[config.mk]
export PLATFORM = sky130hd
export DESIGN_NAME = fixed_requantize
export DESIGN_NICKNAME = d
export VERILOG_FILES = /design/src/rtl/fixed_requantize_pkg.sv /design/src/rtl/fixed_round_sat_lane.sv /design/src/rtl/fixed_requantize.sv
export SDC_FILE = /design/constraint.sdc
export NUM_CORES = 1
export LEC_CHECK = 0
export BUFFER_PORTS_ARGS = -buffer_cell sky130_fd_sc_hd__buf_4
export CORE_MARGIN = 8
export CORE_UTILIZATION = 55
export DETAILED_ROUTE_END_ITERATION = 8
export PLACE_DENSITY_LB_ADDON = 0.1
export SYNTH_ARGS = -nofsm -noshare
export SYNTH_HDL_FRONTEND = slang
export SYNTH_SLANG_ARGS = --single-unit
[constraint.sdc]
create_clock -name clk -period 2.7 [get_ports clk]
set_input_delay 0.54 -clock clk [delete_from_list [all_inputs] [get_ports clk]]
set_output_delay 0.54 -clock clk [all_outputs]
set_load 0.02 [all_outputs]
[src/rtl/fixed_requantize_pkg.sv]
// Shared types and constants for the fixed-point requantizer: rounding modes,
// two's-complement saturation bounds and the default saturation counter width.
package fixed_requantize_pkg;

  typedef enum logic [0:0] {
    RND_HALF_UP = 1'b0,
    RND_TRUNC   = 1'b1
  } round_mode_e;

  localparam int DEFAULT_SAT_COUNT_WIDTH = 16;

  function automatic longint sat_max(input int w);
    return (64'sd1 <<< (w - 1)) - 64'sd1;
  endfunction

  function automatic longint sat_min(input int w);
    return -(64'sd1 <<< (w - 1));
  endfunction

endpackage

[src/rtl/fixed_round_sat_lane.sv]
// One lane of requantization: the rounding path feeds the S1 register, and the clamp
// path takes the S1 value back. Optional ReLU via FIXED_REQUANTIZE_RELU_EN.
module fixed_round_sat_lane
  import fixed_requantize_pkg::*;
#(
  parameter int          IN_WIDTH   = 40,
  parameter int          SHIFT      = 4,
  parameter int          OUT_WIDTH  = 8,
  parameter round_mode_e ROUND_MODE = RND_HALF_UP
) (
  input  logic signed [IN_WIDTH-1:0]  x_i,
  output logic signed [IN_WIDTH:0]    rnd_o,
  input  logic signed [IN_WIDTH:0]    rnd_i,
  output logic signed [OUT_WIDTH-1:0] y_o,
  output logic                        sat_o
);

  localparam logic signed [IN_WIDTH:0]    MAX_C     = (IN_WIDTH+1)'(sat_max(OUT_WIDTH));
  localparam logic signed [IN_WIDTH:0]    MIN_C     = (IN_WIDTH+1)'(sat_min(OUT_WIDTH));
  localparam logic signed [OUT_WIDTH-1:0] OUT_MAX_C = OUT_WIDTH'(sat_max(OUT_WIDTH));
  localparam logic signed [OUT_WIDTH-1:0] OUT_MIN_C = OUT_WIDTH'(sat_min(OUT_WIDTH));

  logic signed [IN_WIDTH:0] ext_s;

  // One guard bit keeps the rounding bias from overflowing.
  assign ext_s = {x_i[IN_WIDTH-1], x_i};

  generate
    if (SHIFT == 0) begin : g_pass
      assign rnd_o = ext_s;
    end else begin : g_shift
      localparam logic signed [IN_WIDTH:0] HALF_C = (IN_WIDTH+1)'(64'sd1 <<< (SHIFT - 1));
      logic signed [IN_WIDTH:0] bias_s;
      assign bias_s = (ROUND_MODE == RND_HALF_UP) ? (ext_s + HALF_C) : ext_s;
      assign rnd_o  = bias_s >>> SHIFT;
    end
  endgenerate

  // Clamp to the output range; ReLU zeroing is applied afterwards and never flags.
  always_comb begin
    sat_o = 1'b0;
    y_o   = rnd_i[OUT_WIDTH-1:0];
    if (rnd_i > MAX_C) begin
      y_o   = OUT_MAX_C;
      sat_o = 1'b1;
    end else if (rnd_i < MIN_C) begin
      y_o   = OUT_MIN_C;
      sat_o = 1'b1;
    end else begin
      y_o   = rnd_i[OUT_WIDTH-1:0];
    end
`ifdef FIXED_REQUANTIZE_RELU_EN
    if (y_o[OUT_WIDTH-1]) begin
      y_o = '0;
    end else begin
      y_o = y_o;
    end
`endif
  end

endmodule

[src/rtl/fixed_requantize.sv]
// Two-stage requantizer (S1 round, S2 saturate) with valid/ready handshakes and a
// sticky saturation beat counter. Build option: FIXED_REQUANTIZE_RELU_EN.
module fixed_requantize
  import fixed_requantize_pkg::*;
#(
  parameter int IN_WIDTH        = 40,
  parameter int IN_FRAC_WIDTH   = 8,
  parameter int IN_SIZE         = 2,
  parameter int OUT_WIDTH       = 8,
  parameter int OUT_FRAC_WIDTH  = 4,
  parameter int SAT_COUNT_WIDTH = DEFAULT_SAT_COUNT_WIDTH
) (
  input  logic                        clk,
  input  logic                        rst,
  input  logic signed [IN_WIDTH-1:0]  data_in [IN_SIZE],
  input  logic                        data_in_valid,
  output logic                        data_in_ready,
  output logic signed [OUT_WIDTH-1:0] data_out [IN_SIZE],
  output logic                        data_out_valid,
  input  logic                        data_out_ready,
  output logic [SAT_COUNT_WIDTH-1:0]  sat_count
);

  localparam int SH = IN_FRAC_WIDTH - OUT_FRAC_WIDTH;

  generate
    if ((IN_FRAC_WIDTH < OUT_FRAC_WIDTH) || (IN_WIDTH <= OUT_WIDTH)) begin : g_bad_params
      $error("fixed_requantize: need IN_FRAC_WIDTH >= OUT_FRAC_WIDTH and IN_WIDTH > OUT_WIDTH");
    end
  endgenerate

  logic                        s1_valid_q, s1_valid_d;
  logic signed [IN_WIDTH:0]    s1_data_q [IN_SIZE];
  logic signed [IN_WIDTH:0]    s1_data_d [IN_SIZE];
  logic                        s2_valid_q, s2_valid_d;
  logic signed [OUT_WIDTH-1:0] s2_data_q [IN_SIZE];
  logic signed [OUT_WIDTH-1:0] s2_data_d [IN_SIZE];
  logic                        s2_sat_q, s2_sat_d;
  logic [SAT_COUNT_WIDTH-1:0]  sat_count_q, sat_count_d;

  logic signed [IN_WIDTH:0]    rnd_s [IN_SIZE];
  logic signed [OUT_WIDTH-1:0] y_s   [IN_SIZE];
  logic [IN_SIZE-1:0]          sat_s;
  logic                        s2_adv_s, s1_adv_s, in_fire_s;

  for (genvar i = 0; i < IN_SIZE; i++) begin : g_lane
    fixed_round_sat_lane #(
      .IN_WIDTH  (IN_WIDTH),
      .SHIFT     (SH),
      .OUT_WIDTH (OUT_WIDTH),
      .ROUND_MODE(RND_HALF_UP)
    ) u_lane (
      .x_i  (data_in[i]),
      .rnd_o(rnd_s[i]),
      .rnd_i(s1_data_q[i]),
      .y_o  (y_s[i]),
      .sat_o(sat_s[i])
    );
  end

  assign s2_adv_s       = s2_valid_q & data_out_ready;
  assign s1_adv_s       = s1_valid_q & (~s2_valid_q | s2_adv_s);
  assign data_in_ready  = ~s1_valid_q | s2_adv_s;
  assign in_fire_s      = data_in_valid & data_in_ready;
  assign data_out       = s2_data_q;
  assign data_out_valid = s2_valid_q;
  assign sat_count      = sat_count_q;

  // Next-state for both stages and the saturation counter.
  always_comb begin
    s1_valid_d  = s1_valid_q;
    s1_data_d   = s1_data_q;
    s2_valid_d  = s2_valid_q;
    s2_data_d   = s2_data_q;
    s2_sat_d    = s2_sat_q;
    sat_count_d = sat_count_q;

    if (in_fire_s) begin
      s1_valid_d = 1'b1;
      s1_data_d  = rnd_s;
    end else if (s1_adv_s) begin
      s1_valid_d = 1'b0;
    end else begin
      s1_valid_d = s1_valid_q;
    end

    if (s1_adv_s) begin
      s2_valid_d = 1'b1;
      s2_data_d  = y_s;
      s2_sat_d   = |sat_s;
    end else if (s2_adv_s) begin
      s2_valid_d = 1'b0;
    end else begin
      s2_valid_d = s2_valid_q;
    end

    // Counter sticks at all-ones instead of wrapping.
    if (s2_adv_s && s2_sat_q && (sat_count_q != {SAT_COUNT_WIDTH{1'b1}})) begin
      sat_count_d = sat_count_q + SAT_COUNT_WIDTH'(1);
    end else begin
      sat_count_d = sat_count_q;
    end
  end

  // Pipeline and counter registers with synchronous reset.
  always_ff @(posedge clk) begin
    if (rst) begin
      s1_valid_q  <= 1'b0;
      s1_data_q   <= '{default: '0};
      s2_valid_q  <= 1'b0;
      s2_data_q   <= '{default: '0};
      s2_sat_q    <= 1'b0;
      sat_count_q <= '0;
    end else begin
      s1_valid_q  <= s1_valid_d;
      s1_data_q   <= s1_data_d;
      s2_valid_q  <= s2_valid_d;
      s2_data_q   <= s2_data_d;
      s2_sat_q    <= s2_sat_d;
      sat_count_q <= sat_count_d;
    end
  end

endmodule

==> key figures <==
Pwr
  • Sequential share of power: 52.8%
  • P_sw: 0.953 mW
  • Total power: 3.42 mW
  • PD cells: 497 nW/um^2
  • Worst vdd ir: 0.000332 V
  • P_int: 2.47 mW
  • Switching fraction of total power: 27.8%
  • Comb pwr share: 16.6%
  • P_leak: 2.51 nW
  • Clk pwr share: 30.6%

Die
  • # rows: 37
  • Starting Density: 55.9%
  • Chip Height: 118 um
  • Core Area: 10,200 um^2
  • Die W: 118 um
  • Die area: 13,900 um^2
  • I/O Pins: 118

Clocking
  • # hold bufs at CTS: 0
  • Worst-path clk slew: 0.10 ns
  • Root Buffer: clkbuf_8
  • Max Root-Sink Buffers: 2
  • Clock sink count: 109
  • CTS resizes: 0
  • TritonCTS clock tree: yes
  • H-tree lvl count: 3
  • TritonCTS Buffers: 9
  • Setup bufs post-CTS: 0
  • Clk_lat worst skew: 0.36 ns

GRT
  • Initial antenna violation count: 0
  • GRT overflow: 0
  • Gr usage total: 20.3%
  • First-pass GRT wire length: 24.1 mm
  • Largest net degree at the start of global routing: 73
  • Vias in the first global route: 5,249

Yosys
  • Synth Instances: 689
  • Top post-synthesis cells by area: dfxtp_1 38%, a211oi_1 9.9%, nor2_1 7.5%
  • Warnings from Yosys: 0
  • Synth unique cells: 46
  • Leading area contributor after synthesis: dfxtp_1
  • Synth Flop Type: dfxtp_1
  • Number of synthesized flops with an enable pin: 0
  • Seq/Total Area, Yosys: 38.3%
  • Syn nets: 776
  • Mapped Area: 5690 um^2
  • Post-synth top area share: 38.3%
  • Syn Area/Cell: 8.26 um^2
  • Yosys reg bits: 109
  • Share of synthesized registers carrying an async set or reset: 0%

Place
  • GPL Wtd Cong: 0.825
  • Number of I/O port buffers: 111
  • Pre-CTS WS: 0.323 ns
  • Dpl hpwl: 10.9 mm

Job
  • Max-cap viol count: 0

Setup path
  • Setup CP Type: flop to flop
  • CP Max Fanout: 8
  • Critical path arrival: 2.32 ns
  • Crit. End Element: flop
  • WP data required: 2.97 ns
  • CP Launch Type: flop

STA
  • Unrepaired setup endpoints after global routing: no
  • Min Hold Slack: 0.461 ns
  • Final setup violation count: 0
  • Slew Viols, Final: 0
  • Setup slack after layout: 0.650 ns
  • Final hold viol count: 0
  • FMAX: 488 MHz
  • Fin crit share: 75.9%
  • Setup TNS Final: 0 ns
  • Final Skew: 0.0125 ns
  • Min Tclk post-route: 2.05 ns
  • Slew @ Worst Pin: 0.648 ns
  • Slew headroom: 56.5%

Routing
  • Drt wl/cell: 15.3 um
  • Antenna Nets Post-Route: 0
  • Iter 0 DRT Violations: 344
  • Via-per-instance ratio: 5.70
  • First-pass DRT Iterations: 4
  • Routed via count: 5,294
  • DRC viols: 0
  • Final wirelength: 14.2 mm

Finish
  • NumNets Final: 874
  • Antenna cells: 0
  • Most frequent cells in the layout: 126 x buf_4, 114 x nor2_1, 109 x dfxtp_1
  • Area Overhead vs Synth: 21.0%
  • Share of cells above drive strength 1: 21.3%
  • Commonest non-fill, non-tap cell in the layout: buf_4
  • Fin util: 67.6%

Hold path
  • HP Class: flop to flop

Status
  • Outcome: finished, final reports clean
==> flip-flops by register name, summed over array words and instances, names as in the netlist <==
register	flops
data_out	16
s1_data_q	74
data_out_valid	1
sat_count	16
s2_sat_q	1
s1_valid_q	1
==> per-layer routing <==
metal | wire length (um) | GRT usage (%) | up-vias
li1 | - | - | 2694
met1 | 6370 | 24.8 | 2458
met2 | 7010 | 35.6 | 126
met3 | 662 | 3.41 | 16
met4 | 172 | 5.92 | 0
met5 | 0 | 0 | -
==> per-stage QoR <==
step | std cells | cell area [um^2]
5_1_grt | 928 | 6890
2_1_floorplan | 689 | 5690
3_3_place_gp | 912 | 6670
3_5_place_dp | 912 | 6670
4_1_cts | 928 | 6890
6_report | 928 | 6890
==> cells in the mapped netlist (all sizes together) (7+ instances only) <==
master,instances
nor2,114
dfxtp,109
a211oi,78
nand2,50
nand4,44
xnor2,37
xor2,36
clkbuf,32
nand3,31
nor4,19
nor3,17
inv,15
and3,13
a21oi,12
or4,11
and4,10
o21ai,9
buf,8
or3,7
==> cells by family (layout without fill, tap and decap cells) <==
logic type      Yosys count  after routing  share of synthesized area (%)
mux                       4              4                          0.747
simple gates            328            328                           30.2
compound gates          117            117                           14.9
buf+inv                  55            158                           3.89
xor+xnor                 73             73                           11.2
fa+ha+maj                 3              3                          0.660
flops                   109            109                           38.3
==> worst max-delay path: stages (launching register included) <==
cell and delay, ns:
dfxtp_1 0.41, nand4_1 0.11, or4_1 0.53, o21ai_1 0.54, nand2_1 0.12, a211oi_1 0.25
==> power groups by stage <==
stage	registers (mW)	clock network [mW]	logic [mW]
after detailed placement	1.84	0	0.571
after global routing	1.83	1.14	0.634
after CTS	1.81	1.06	0.572
after floorplan	1.84	0	0.312
after global placement	1.84	0	0.553
final	1.81	1.05	0.569
==> layout make-up <==
class | instances | area, um^2
Inverter | 15 | 56.3
Multi-Input combinational cell | 525 | 3290
Clock inverter | 5 | 67.6
Sequential cell | 109 | 2180
Fill cell | 862 | 3300
Tap cell | 136 | 170
Clock buffer | 11 | 151
Timing Repair Buffer | 127 | 966
==> final timing paths <==
| path | start | to | slack, ns | cells after the start |
|---|---|---|---|---|
| max | s1_data_q[23] | data_out[1] | 0.65 | 5 |
| max reg2reg | s1_data_q[23] | data_out[1] | 0.65 | 5 |
| min reg2reg | s1_data_q[6] | data_out[6] | 0.46 | 2 |
| min | s1_data_q[6] | data_out[6] | 0.46 | 2 |
No activity file was read; power rests on OpenSTA's default activity.
